<file path="config.mk">
export PLATFORM = sky130hd
export DESIGN_NAME = data_memory_ws_flat
export DESIGN_NICKNAME = d
export VERILOG_FILES = /design/src/rtl/mem_pkg.sv /design/src/rtl/data_memory_ws_if.sv /design/src/rtl/lane_align.sv /design/src/rtl/data_memory_ws.sv /design/src/flat_wrapper.sv
export SDC_FILE = /design/constraint.sdc
export NUM_CORES = 2
export LEC_CHECK = 0
export ABC_AREA = 1
export CORE_MARGIN = 3
export CORE_UTILIZATION = 35
export CTS_BUF_LIST = sky130_fd_sc_hd__clkbuf_2
export CTS_CLUSTER_SIZE = 40
export DETAILED_ROUTE_END_ITERATION = 16
export PLACE_DENSITY = 0.47
export SLEW_MARGIN = 20
export SYNTH_ARGS = -nofsm -noshare
export SYNTH_HDL_FRONTEND = slang
export SYNTH_SLANG_ARGS = --single-unit
</file>
<file path="constraint.sdc">
create_clock -name clk -period 15.5 [get_ports clk]
set_input_delay 3.875 -clock clk [delete_from_list [all_inputs] [get_ports clk]]
set_output_delay 3.875 -clock clk [all_outputs]
set_load 0.01 [all_outputs]
</file>
<file path="src/rtl/mem_pkg.sv">
// Shared encodings for the wait-stated data memory: access sizes, FSM states,
// byte-lane masks and the alignment helpers used by the top and lane_align.
package mem_pkg;

    typedef enum logic [1:0] {
        SZ_BYTE = 2'b00,
        SZ_HALF = 2'b01,
        SZ_WORD = 2'b10,
        SZ_RSVD = 2'b11
    } size_e;

    typedef enum logic [1:0] {
        ST_IDLE = 2'b00,
        ST_WAIT = 2'b01,
        ST_RESP = 2'b10
    } state_e;

    localparam logic [3:0] LM_NONE = 4'b0000;
    localparam logic [3:0] LM_BYTE = 4'b0001;
    localparam logic [3:0] LM_HALF = 4'b0011;
    localparam logic [3:0] LM_WORD = 4'b1111;

    function automatic logic [3:0] lane_mask(size_e sz, logic [1:0] lane);
        case (sz)
            SZ_BYTE: return LM_BYTE << lane;
            SZ_HALF: return LM_HALF << {lane[1], 1'b0};
            SZ_WORD: return LM_WORD;
            default: return LM_NONE;
        endcase
    endfunction

    function automatic logic misaligned(size_e sz, logic [1:0] lane);
        case (sz)
            SZ_HALF: return lane[0];
            SZ_WORD: return (lane != 2'b00);
            SZ_RSVD: return 1'b1;
            default: return 1'b0;
        endcase
    endfunction

endpackage

</file>
<file path="src/rtl/data_memory_ws_if.sv">
// Request/done handshake between the MEM stage (master) and the data memory (slave).
interface data_memory_ws_if #(
    parameter int ADDR_W = 16
);
    logic              req;
    logic              we;
    logic [1:0]        size;
    logic              sign_ext;
    logic [ADDR_W-1:0] addr;
    logic [31:0]       wdata;
    logic              busy;
    logic              done;
    logic              err;
    logic [31:0]       rdata;

    modport master (
        output req, we, size, sign_ext, addr, wdata,
        input  busy, done, err, rdata
    );

    modport slave (
        input  req, we, size, sign_ext, addr, wdata,
        output busy, done, err, rdata
    );
endinterface

</file>
<file path="src/rtl/lane_align.sv">
// Combinational byte-lane steering: write mask and merged store word, plus the
// lane-selected and extended load value.
module lane_align
    import mem_pkg::*;
(
    input  size_e       size,
    input  logic [1:0]  lane,
    input  logic        sign_ext,
    input  logic [31:0] word,
    input  logic [31:0] wdata,
    output logic [3:0]  wmask,
    output logic [31:0] wword,
    output logic [31:0] ldata
);
    logic [31:0] wrep;
    logic [31:0] shifted;

    always_comb begin
        wmask = lane_mask(size, lane);

        // Replicate the store data so every lane sees the right bytes; the mask picks.
        case (size)
            SZ_BYTE: wrep = {4{wdata[7:0]}};
            SZ_HALF: wrep = {2{wdata[15:0]}};
            default: wrep = wdata;
        endcase

        wword = word;
        for (int b = 0; b < 4; b++) begin
            if (wmask[b]) begin
                wword[8*b +: 8] = wrep[8*b +: 8];
            end
        end

        shifted = word >> {lane, 3'b000};
        case (size)
            SZ_BYTE: ldata = sign_ext ? {{24{shifted[7]}}, shifted[7:0]}
                                      : {24'b0, shifted[7:0]};
            SZ_HALF: ldata = sign_ext ? {{16{shifted[15]}}, shifted[15:0]}
                                      : {16'b0, shifted[15:0]};
            default: ldata = word;
        endcase
    end
endmodule

</file>
<file path="src/rtl/data_memory_ws.sv">
// Byte-addressable data memory with request/done handshake, alignment and range
// checking, and a configurable number of wait states per access.
//
//   state   | meaning
//   --------+-----------------------------------------------------------
//   ST_IDLE | waiting for req; request fields latched on accept
//   ST_WAIT | down-counting the wait states, leaves when count hits 1
//   ST_RESP | memory write / read capture, done pulses next cycle
module data_memory_ws
    import mem_pkg::*;
#(
    parameter int DEPTH       = 128,
    parameter int ADDR_W      = 16,
    parameter int WAIT_STATES = 0
) (
    input  logic             clk,
    input  logic             rst,
    data_memory_ws_if.slave  bus
);
    localparam int         IDX_W = $clog2(DEPTH);
    localparam logic [3:0] WS    = 4'(WAIT_STATES);

    state_e            state;
    state_e            state_nx;
    logic [3:0]        wait_cnt;
    logic              accept;
    logic              resp;

    logic              we_q;
    logic              sign_ext_q;
    size_e             size_q;
    logic [ADDR_W-1:0] addr_q;
    logic [31:0]       wdata_q;

    logic [31:0]       mem [DEPTH];
    logic [IDX_W-1:0]  idx;
    logic [1:0]        lane;
    logic              acc_err;
    logic [3:0]        wmask;
    logic [31:0]       wword;
    logic [31:0]       ldata;

    logic              done_q;
    logic              err_q;
    logic [31:0]       rdata_q;

    assign idx     = addr_q[IDX_W+1:2];
    assign lane    = addr_q[1:0];
    assign acc_err = misaligned(size_q, lane) || ((addr_q >> (IDX_W + 2)) != '0);

    lane_align u_lane_align (
        .size     (size_q),
        .lane     (lane),
        .sign_ext (sign_ext_q),
        .word     (mem[idx]),
        .wdata    (wdata_q),
        .wmask    (wmask),
        .wword    (wword),
        .ldata    (ldata)
    );

    always_ff @(posedge clk) begin
        if (rst) begin
            state <= ST_IDLE;
        end else begin
            state <= state_nx;
        end
    end

    always_comb begin
        state_nx = state;
        case (state)
            ST_IDLE: if (bus.req) state_nx = (WS != 4'd0) ? ST_WAIT : ST_RESP;
            ST_WAIT: if (wait_cnt <= 4'd1) state_nx = ST_RESP;
            ST_RESP: state_nx = ST_IDLE;
            default: state_nx = ST_IDLE;
        endcase
    end

    always_comb begin
        bus.busy = (state != ST_IDLE);
        accept   = (state == ST_IDLE) && bus.req;
        resp     = (state == ST_RESP);
    end

    always_ff @(posedge clk) begin
        if (rst) begin
            wait_cnt <= 4'd0;
        end else if (accept) begin
            wait_cnt <= WS;
        end else if (state == ST_WAIT && wait_cnt != 4'd0) begin
            wait_cnt <= wait_cnt - 4'd1;
        end
    end

    // Request fields are only consumed in WAIT/RESP, so they need no reset.
    always_ff @(posedge clk) begin
        if (accept) begin
            we_q       <= bus.we;
            size_q     <= size_e'(bus.size);
            sign_ext_q <= bus.sign_ext;
            addr_q     <= bus.addr;
            wdata_q    <= bus.wdata;
        end
    end

    // Gating on rst keeps a reset landing on the RESP edge from committing the store.
    always_ff @(posedge clk) begin
        if (!rst && resp && we_q && !acc_err && (wmask != LM_NONE)) begin
            mem[idx] <= wword;
        end
    end

    always_ff @(posedge clk) begin
        if (rst) begin
            done_q  <= 1'b0;
            err_q   <= 1'b0;
            rdata_q <= 32'b0;
        end else begin
            done_q <= resp;
            err_q  <= resp && acc_err;
            if (resp && !we_q && !acc_err) begin
                rdata_q <= ldata;
            end
        end
    end

    assign bus.done  = done_q;
    assign bus.err   = err_q;
    assign bus.rdata = rdata_q;
endmodule

</file>
<file path="src/flat_wrapper.sv">
// flat-port wrapper written by rule: the top's interface ports become plain ports
module data_memory_ws_flat import mem_pkg::*;
#(
    parameter int DEPTH       = 128,
    parameter int ADDR_W      = 16,
    parameter int WAIT_STATES = 0
)
  (clk, rst, bus_req, bus_we, bus_size, bus_sign_ext, bus_addr, bus_wdata, bus_busy, bus_done, bus_err, bus_rdata);
  data_memory_ws_if #(.ADDR_W(ADDR_W)) bus_i ();
  input  logic clk;
  input  logic rst;
  input wire logic [$bits(bus_i.req)-1:0] bus_req;
  input wire logic [$bits(bus_i.we)-1:0] bus_we;
  input wire logic [$bits(bus_i.size)-1:0] bus_size;
  input wire logic [$bits(bus_i.sign_ext)-1:0] bus_sign_ext;
  input wire logic [$bits(bus_i.addr)-1:0] bus_addr;
  input wire logic [$bits(bus_i.wdata)-1:0] bus_wdata;
  output wire logic [$bits(bus_i.busy)-1:0] bus_busy;
  output wire logic [$bits(bus_i.done)-1:0] bus_done;
  output wire logic [$bits(bus_i.err)-1:0] bus_err;
  output wire logic [$bits(bus_i.rdata)-1:0] bus_rdata;
  assign bus_i.req = bus_req;
  assign bus_i.we = bus_we;
  assign bus_i.size = bus_size;
  assign bus_i.sign_ext = bus_sign_ext;
  assign bus_i.addr = bus_addr;
  assign bus_i.wdata = bus_wdata;
  assign bus_busy = bus_i.busy;
  assign bus_done = bus_i.done;
  assign bus_err = bus_i.err;
  assign bus_rdata = bus_i.rdata;
  data_memory_ws #(.DEPTH(DEPTH), .ADDR_W(ADDR_W), .WAIT_STATES(WAIT_STATES)) u_core (.clk(clk), .rst(rst), .bus(bus_i));
endmodule
</file>
# Yosys cells after proc, flatten, opt, wreduce, memory -nomap -nowiden

Memory sizes are Yosys's and may differ from the RTL's. A register that Yosys moved wholly into a read port is not among the register bits.
Cells that the tools add are included.
W data, S select, Z words.

Magnitude comparators: 1
$mul: 0
Mux-type cells: 16
Bitwise logic cells: 0
Add/sub/neg operators: 1
Shifts and indexed selects: 3
Divide/modulo/power cells: 0
Equal/unequal tests: 7
Reductions and logical operators: 22

Operator list:

| cell                  | number |
|---|---|
| $pmux W32 S2          | 2 |
| $mux W32              | 2 |
| $mux W8               | 4 |
| $shr A32 B5 Y16       | 1 |
| $reduce_bool A16 Y1   | 1 |
| $pmux W4 S3           | 1 |
| $logic_and A1 B1 Y1   | 9 |
| $reduce_bool A4 Y1    | 2 |
| $mux W7               | 1 |
| $eq A2 B2 Y1 const B  | 3 |
| $eq A2 B1 Y1 const B  | 2 |
| $le A4 B1 Y1 const B  | 1 |
| $logic_not A2 Y1      | 2 |
| $mux W2               | 2 |
| $pmux W2 S2           | 1 |
| $reduce_bool A2 Y1    | 2 |
| $shl A1 B2 Y4 const A | 1 |
| $shl A2 B2 Y4 const A | 1 |
| $sub A4 B1 Y4 const B | 1 |
| $logic_not A1 Y1      | 3 |
| $pmux W1 S3           | 1 |
| $mux W1               | 2 |
| $ne A2 B1 Y1 const B  | 1 |
| $ne A2 B2 Y1 const B  | 1 |
| other kinds (3)       | 3 |

Bits of input ports: 55
ROM bits: 0
Bits in latches: 0
Memories: 1
Register bits: 92
RAM bits: 4,096
Output and inout port bits: 35
Logic and storage cells: 61

Memory list:

| memory     | depth | width | rd ports | clocked after memory_dff | write ports | line                 | RTL |
|---|---|---|---|---|---|---|---|
| u_core.mem | 128   | 32    | 1        | 1                        | 1           | data_memory_ws.sv:35 | `logic [31:0] mem [DEPTH];` |

# Logic depth before layout (Yosys ltp)

Word-level depth: 8
Mapped depth: 21
Mapped depth without buffers: 17

# By module

A second synthesis with hierarchy kept.

Cell total of the unflattened synthesis: 13,933
Area total of the unflattened synthesis: 168,307.7 um^2

By module, submodules not included:

| module         | area an instance (um^2) | cells each | instances | seq. area each (um^2) |
|---|---|---|---|---|
| data_memory_ws | 166,749.9               | 13,578     | 1         | 125,400.3 |
| lane_align     | 1,557.7                 | 355        | 1         | 0.0 |

# Worst setup path after synthesis

No wires, ideal clock.

Path kind: flip-flop to flip-flop
Start: register u_core.size_q[1]
End: memory u_core.mem[0][14] (data pin)
Arrival: 6.277 ns
Stages on the path, launching flop included: 7
Required time: 14.303 ns
Period minus slack after synthesis: 7.473 ns
Library setup time: 1.197 ns
Setup slack: 8.027 ns
Buffers on the path: 2
Cell sequence: edfxtp_1 -> clkbuf_1 -> nor2_1 -> nor2_1 -> o21ai_1 -> clkbuf_1 -> o21ai_0

Word-level cells in the longest chain between the ends: 3
Elaborated cells between the ends (all ways): 6
Those cells by class: 2 x eq/ne; 3 x mux; 1 x reduce/logical

RTL lines:

| item                                        | line                            | RTL |
|---|---|---|
| from (decl)                                 | data_memory_ws.sv:31            | `size_e size_q;` |
| from (signal assigned)                      | data_memory_ws.sv:100           | `size_q <= size_e'(bus.size);` |
| $eq A2 B2 Y1 (tied with other cells)        | mem_pkg.sv:24                   | `case (sz)` |
| $pmux W4 S3 or $pmux W32 S2 (tied branches) | mem_pkg.sv:24, lane_align.sv:22 |  |
| $mux W8 *                                   | lane_align.sv:30                | `if (wmask[b]) begin` |
| named net u_core.u_lane_align.wword[14]     | lane_align.sv:12                | `output logic [31:0] wword,` |
| to (decl)                                   | data_memory_ws.sv:35            |  |

Mark *: on every way through the listed nets, which the timed path passes. The rest lies on a longest branch.

# Worst setup path after layout

Start: register u_core.rdata_q[12], in the netlist u_core.bus.rdata[12]
End: output port bus_rdata[12]

RTL lines:

| item                   | line                  | RTL |
|---|---|---|
| from (decl)            | data_memory_ws.sv:45  | `logic [31:0] rdata_q;` |
| from (signal assigned) | data_memory_ws.sv:123 | `rdata_q <= ldata;` |
| to (decl)              | flat_wrapper.sv:21    | `output wire logic [$bits(bus_i.rdata)-1:0] bus_rdata;` |

No word-level cell between the ends.

==> results by group <==
Pwr
  – Worst IR Drop VDD: 0.0000961 V
  – Overall power: 23.9 mW
  – Pwr Density: ~130 nW/um^2
  – Leakage Power: 64.2 nW

Critical path
  – Critical Path Start Type: flip-flop
  – CP delay by family, top: buffers and inverters
  – Critical path arrival: 3720 ps
  – Worst path slowest cell: clkdlybuf4s50_1
  – Worst Setup EP: bus_rdata[12]
  – Reg2reg end: u_core.mem[70][23]$_DFFE_PP_
  – FF-to-FF path depth: 17
  – CP Capture Type: primary output
  – Setup Crit Path Kind: reg2out
  – Max incr delay on CP: 970 ps
  – Maximum fanout along the worst path: 2
  – Critical path depth: 1
  – FF-to-FF setup slack: 8400 ps
  – Buf/Inv on CP: 1
  – Cells along the critical path: clkdlybuf4s50_1
  – CP required: 11620 ps
  – Critical Path Start: u_core.bus.rdata[12]$_SDFFE_PP0P_

Placed design
  – HPWL after detailed placement: 336000 um
  – Dpl ws: 7400 ps
  – Buffers on Ports: 89
  – Placer congestion estimate: 0.912

Clock network
  – CTS tree: yes
  – Clk Latency, worst-skew pair: between 2000 and 2500 ps
  – # H-tree levels: 7
  – Cts hold-fix bufs: 0
  – Cts bufs inserted: approximately 1200
  – Root Buffer: clkbuf_2
  – CTS resizes: 0
  – Maximum root-to-sink buffer count: 5
  – Reg clk slew, reported paths: 100 ps
  – Post-CTS setup buffers: 0
  – Clock sink count: 4190

STA
  – Final number of setup-violating endpoints: 0
  – Setup TNS: 0 ps
  – Final Hold Fails: 0
  – Max Freq: about 0.13 GHz
  – Slew HR: 0.188
  – Hold slack: 493 ps
  – Slack of the critical path: about 8000 ps
  – Fin crit share: 0.490
  – Worst-margin pin slew: 1210 ps
  – RSZ-0062 raised after global routing: no
  – Min Tclk post-route: 7600 ps
  – Max-slew violations: 0
  – Final Skew: 324 ps

Detailed routing
  – First drt pass iteration count: 6
  – DRC errors left: 0
  – Wire per inst: roughly 27 um
  – Total wire length: 577000 um
  – Vias per cell: 5.31
  – DR vias: 113000
  – Final antenna-violating net count: 0
  – Initial DRC count: 12600

Global route
  – Global-route wire length before repair: 803000 um
  – GRT Total Usage: 0.231
  – Number of global-route vias before repair: 107000
  – GRT overflow: 0
  – Pin count of the biggest net entering global routing: between 100 and 150
  – Initial antenna violation count: 41

Synthesis
  – Synth area leader: edfxtp_1
  – Mapped cell area: around 170000 sq um
  – Area contributors post-synth: edfxtp_1 74%, nand3_1 8.8%, nand2_1 6.8%, o21ai_0 2.4%, nor2_1 2.1%
  – FF+latch count, synth: 4190
  – Mapped Cells: approximately 14000
  – Syn avg cell area: 12.4 sq um
  – Yosys top cell area share: 0.742
  – Net Count, Synth: about 14000
  – Synth Warn #: 0
  – Synth unique cells: 29
  – Sequential area share after synthesis: 0.747

Floorplanning
  – Row cnt: roughly 250
  – Top Ports: 90
  – DIE HEIGHT: 698 um
  – Die ar.: slightly below 500000 sq um
  – Die span in x: 698 um
  – Initial core utilization: 0.353
  – Core Footprint: 476000 sq um

Finish
  – Most common cell after layout, fill and taps aside: edfxtp_1
  – Layout Nets: ~14000
  – Share of cells above drive strength 1: 0.152
  – Area Overhead vs Synth: 10.8%
  – FILL cells: between 40000 and 50000
  – Leading cell types in the layout, fill and taps excluded: 4148 x edfxtp_1, 3021 x nand2_1, 2936 x nand3_1, 1695 x clkbuf_2, 796 x nor2_1

Outcome
  – Status: finished, final reports clean

Worst hold path
  – Hold Path Stages: 2
  – HP Class: reg2reg

Flow run
  – Max Cap Viol: 0
==> flip-flops by register name, summed over array words and instances, names as in the netlist, named ones only <==
register           flops
u_core.we_q            1
u_core.bus.done        1
u_core.bus.rdata      32
u_core.wdata_q        32
u_core.bus.err         1
u_core.mem          4096
u_core.addr_q         16
u_core.sign_ext_q      1
u_core.size_q          2
u_core.state           1
==> kinds of logic after synthesis <==
| family | Yosys count | share of synthesized area |
|---|---|---|
| DFF | 4190 | 0.747 |
| and+or+nand+nor | 6898 | 0.176 |
| AOI/OAI and AO/OA | 1372 | 0.0442 |
| buffers and inverters | 1059 | 0.0322 |
==> where the power goes <==
part           switching [mW]  internal, mW
logic                    2.79         0.603
registers              0.0242          13.0
clock network            4.56          2.99
total                    7.37          16.6
==> Yosys cell counts <==
library cell,count
edfxtp_1,4148
nand2_1,3021
nand3_1,2944
nor2_1,926
o21ai_0,796
o22ai_1,371
buf_2,358
clkbuf_1,300
buf_4,117
inv_1,117
a21oi_1,115
buf_1,92
buf_6,65
o21ai_1,52
dfxtp_1,42
o21a_1,24
o211ai_1,7
a31oi_1,5
inv_2,3
nand2_2,3
buf_12,2
buf_8,2
inv_4,2
nor3_1,2
clkbuf_2,1
nand3_2,1
nor4_1,1
o2111a_1,1
o21bai_1,1
==> worst register-to-register path, stage by stage, from the launching register on <==
cell and delay [ps]:
dfxtp_4 540, buf_12 340, buf_12 590, buf_4 830, buf_4 620, nand2_1 130
nand3_1 110, nand3_1 110, nand3_1 180, nand3_1 160, nand3_1 310, nand3_1 160
nand2_1 200, nand2_1 140, o21ai_4 260, buf_4 620, buf_4 700, buf_4 740
==> through the flow <==
step           instances  area [sq um]   util
2_1_floorplan      13500        168000      -
3_3_place_gp       19300        176000  0.369
3_5_place_dp       19400        176000  0.370
4_1_cts            21200        185000  0.389
5_1_grt            21300        186000  0.390
6_report           21300        186000  0.391
==> how the worst min path moves through the flow <==
stage                                           startpoint                               end  slack [ps]
after floorplan           u_core.bus.rdata[7]$_SDFFE_PP0P_  u_core.bus.rdata[7]$_SDFFE_PP0P_         480
after global placement    u_core.bus.rdata[7]$_SDFFE_PP0P_  u_core.bus.rdata[7]$_SDFFE_PP0P_         490
after detailed placement  u_core.bus.rdata[7]$_SDFFE_PP0P_  u_core.bus.rdata[7]$_SDFFE_PP0P_         480
after CTS                 u_core.bus.rdata[7]$_SDFFE_PP0P_  u_core.bus.rdata[7]$_SDFFE_PP0P_         490
after global routing      u_core.bus.rdata[7]$_SDFFE_PP0P_  u_core.bus.rdata[7]$_SDFFE_PP0P_         520
final                     u_core.bus.rdata[7]$_SDFFE_PP0P_  u_core.bus.rdata[7]$_SDFFE_PP0P_         490
==> final cells by class <==
class                   instances  area (sq um)  area share
clock buffers                1695          8480      0.0456
repair buffers                419          4100      0.0220
diodes                         51           128    0.000686
multi-input cells            8270         38500       0.207
clock inverters               170           867     0.00466
flip-flops and latches       4190        125000       0.674
inverters                     122           512     0.00275
well taps                    6375          7980      0.0429
==> layer usage <==
metal	vias up	GRT usage	part of all wire
met3	946	0.0505	0.076
met2	4516	0.355	0.46
li1	51000	-	-
met4	8	0.0954	0.035
met5	-	0	0.00010
met1	56600	0.317	0.43
Power figures use the tool's default switching activity.
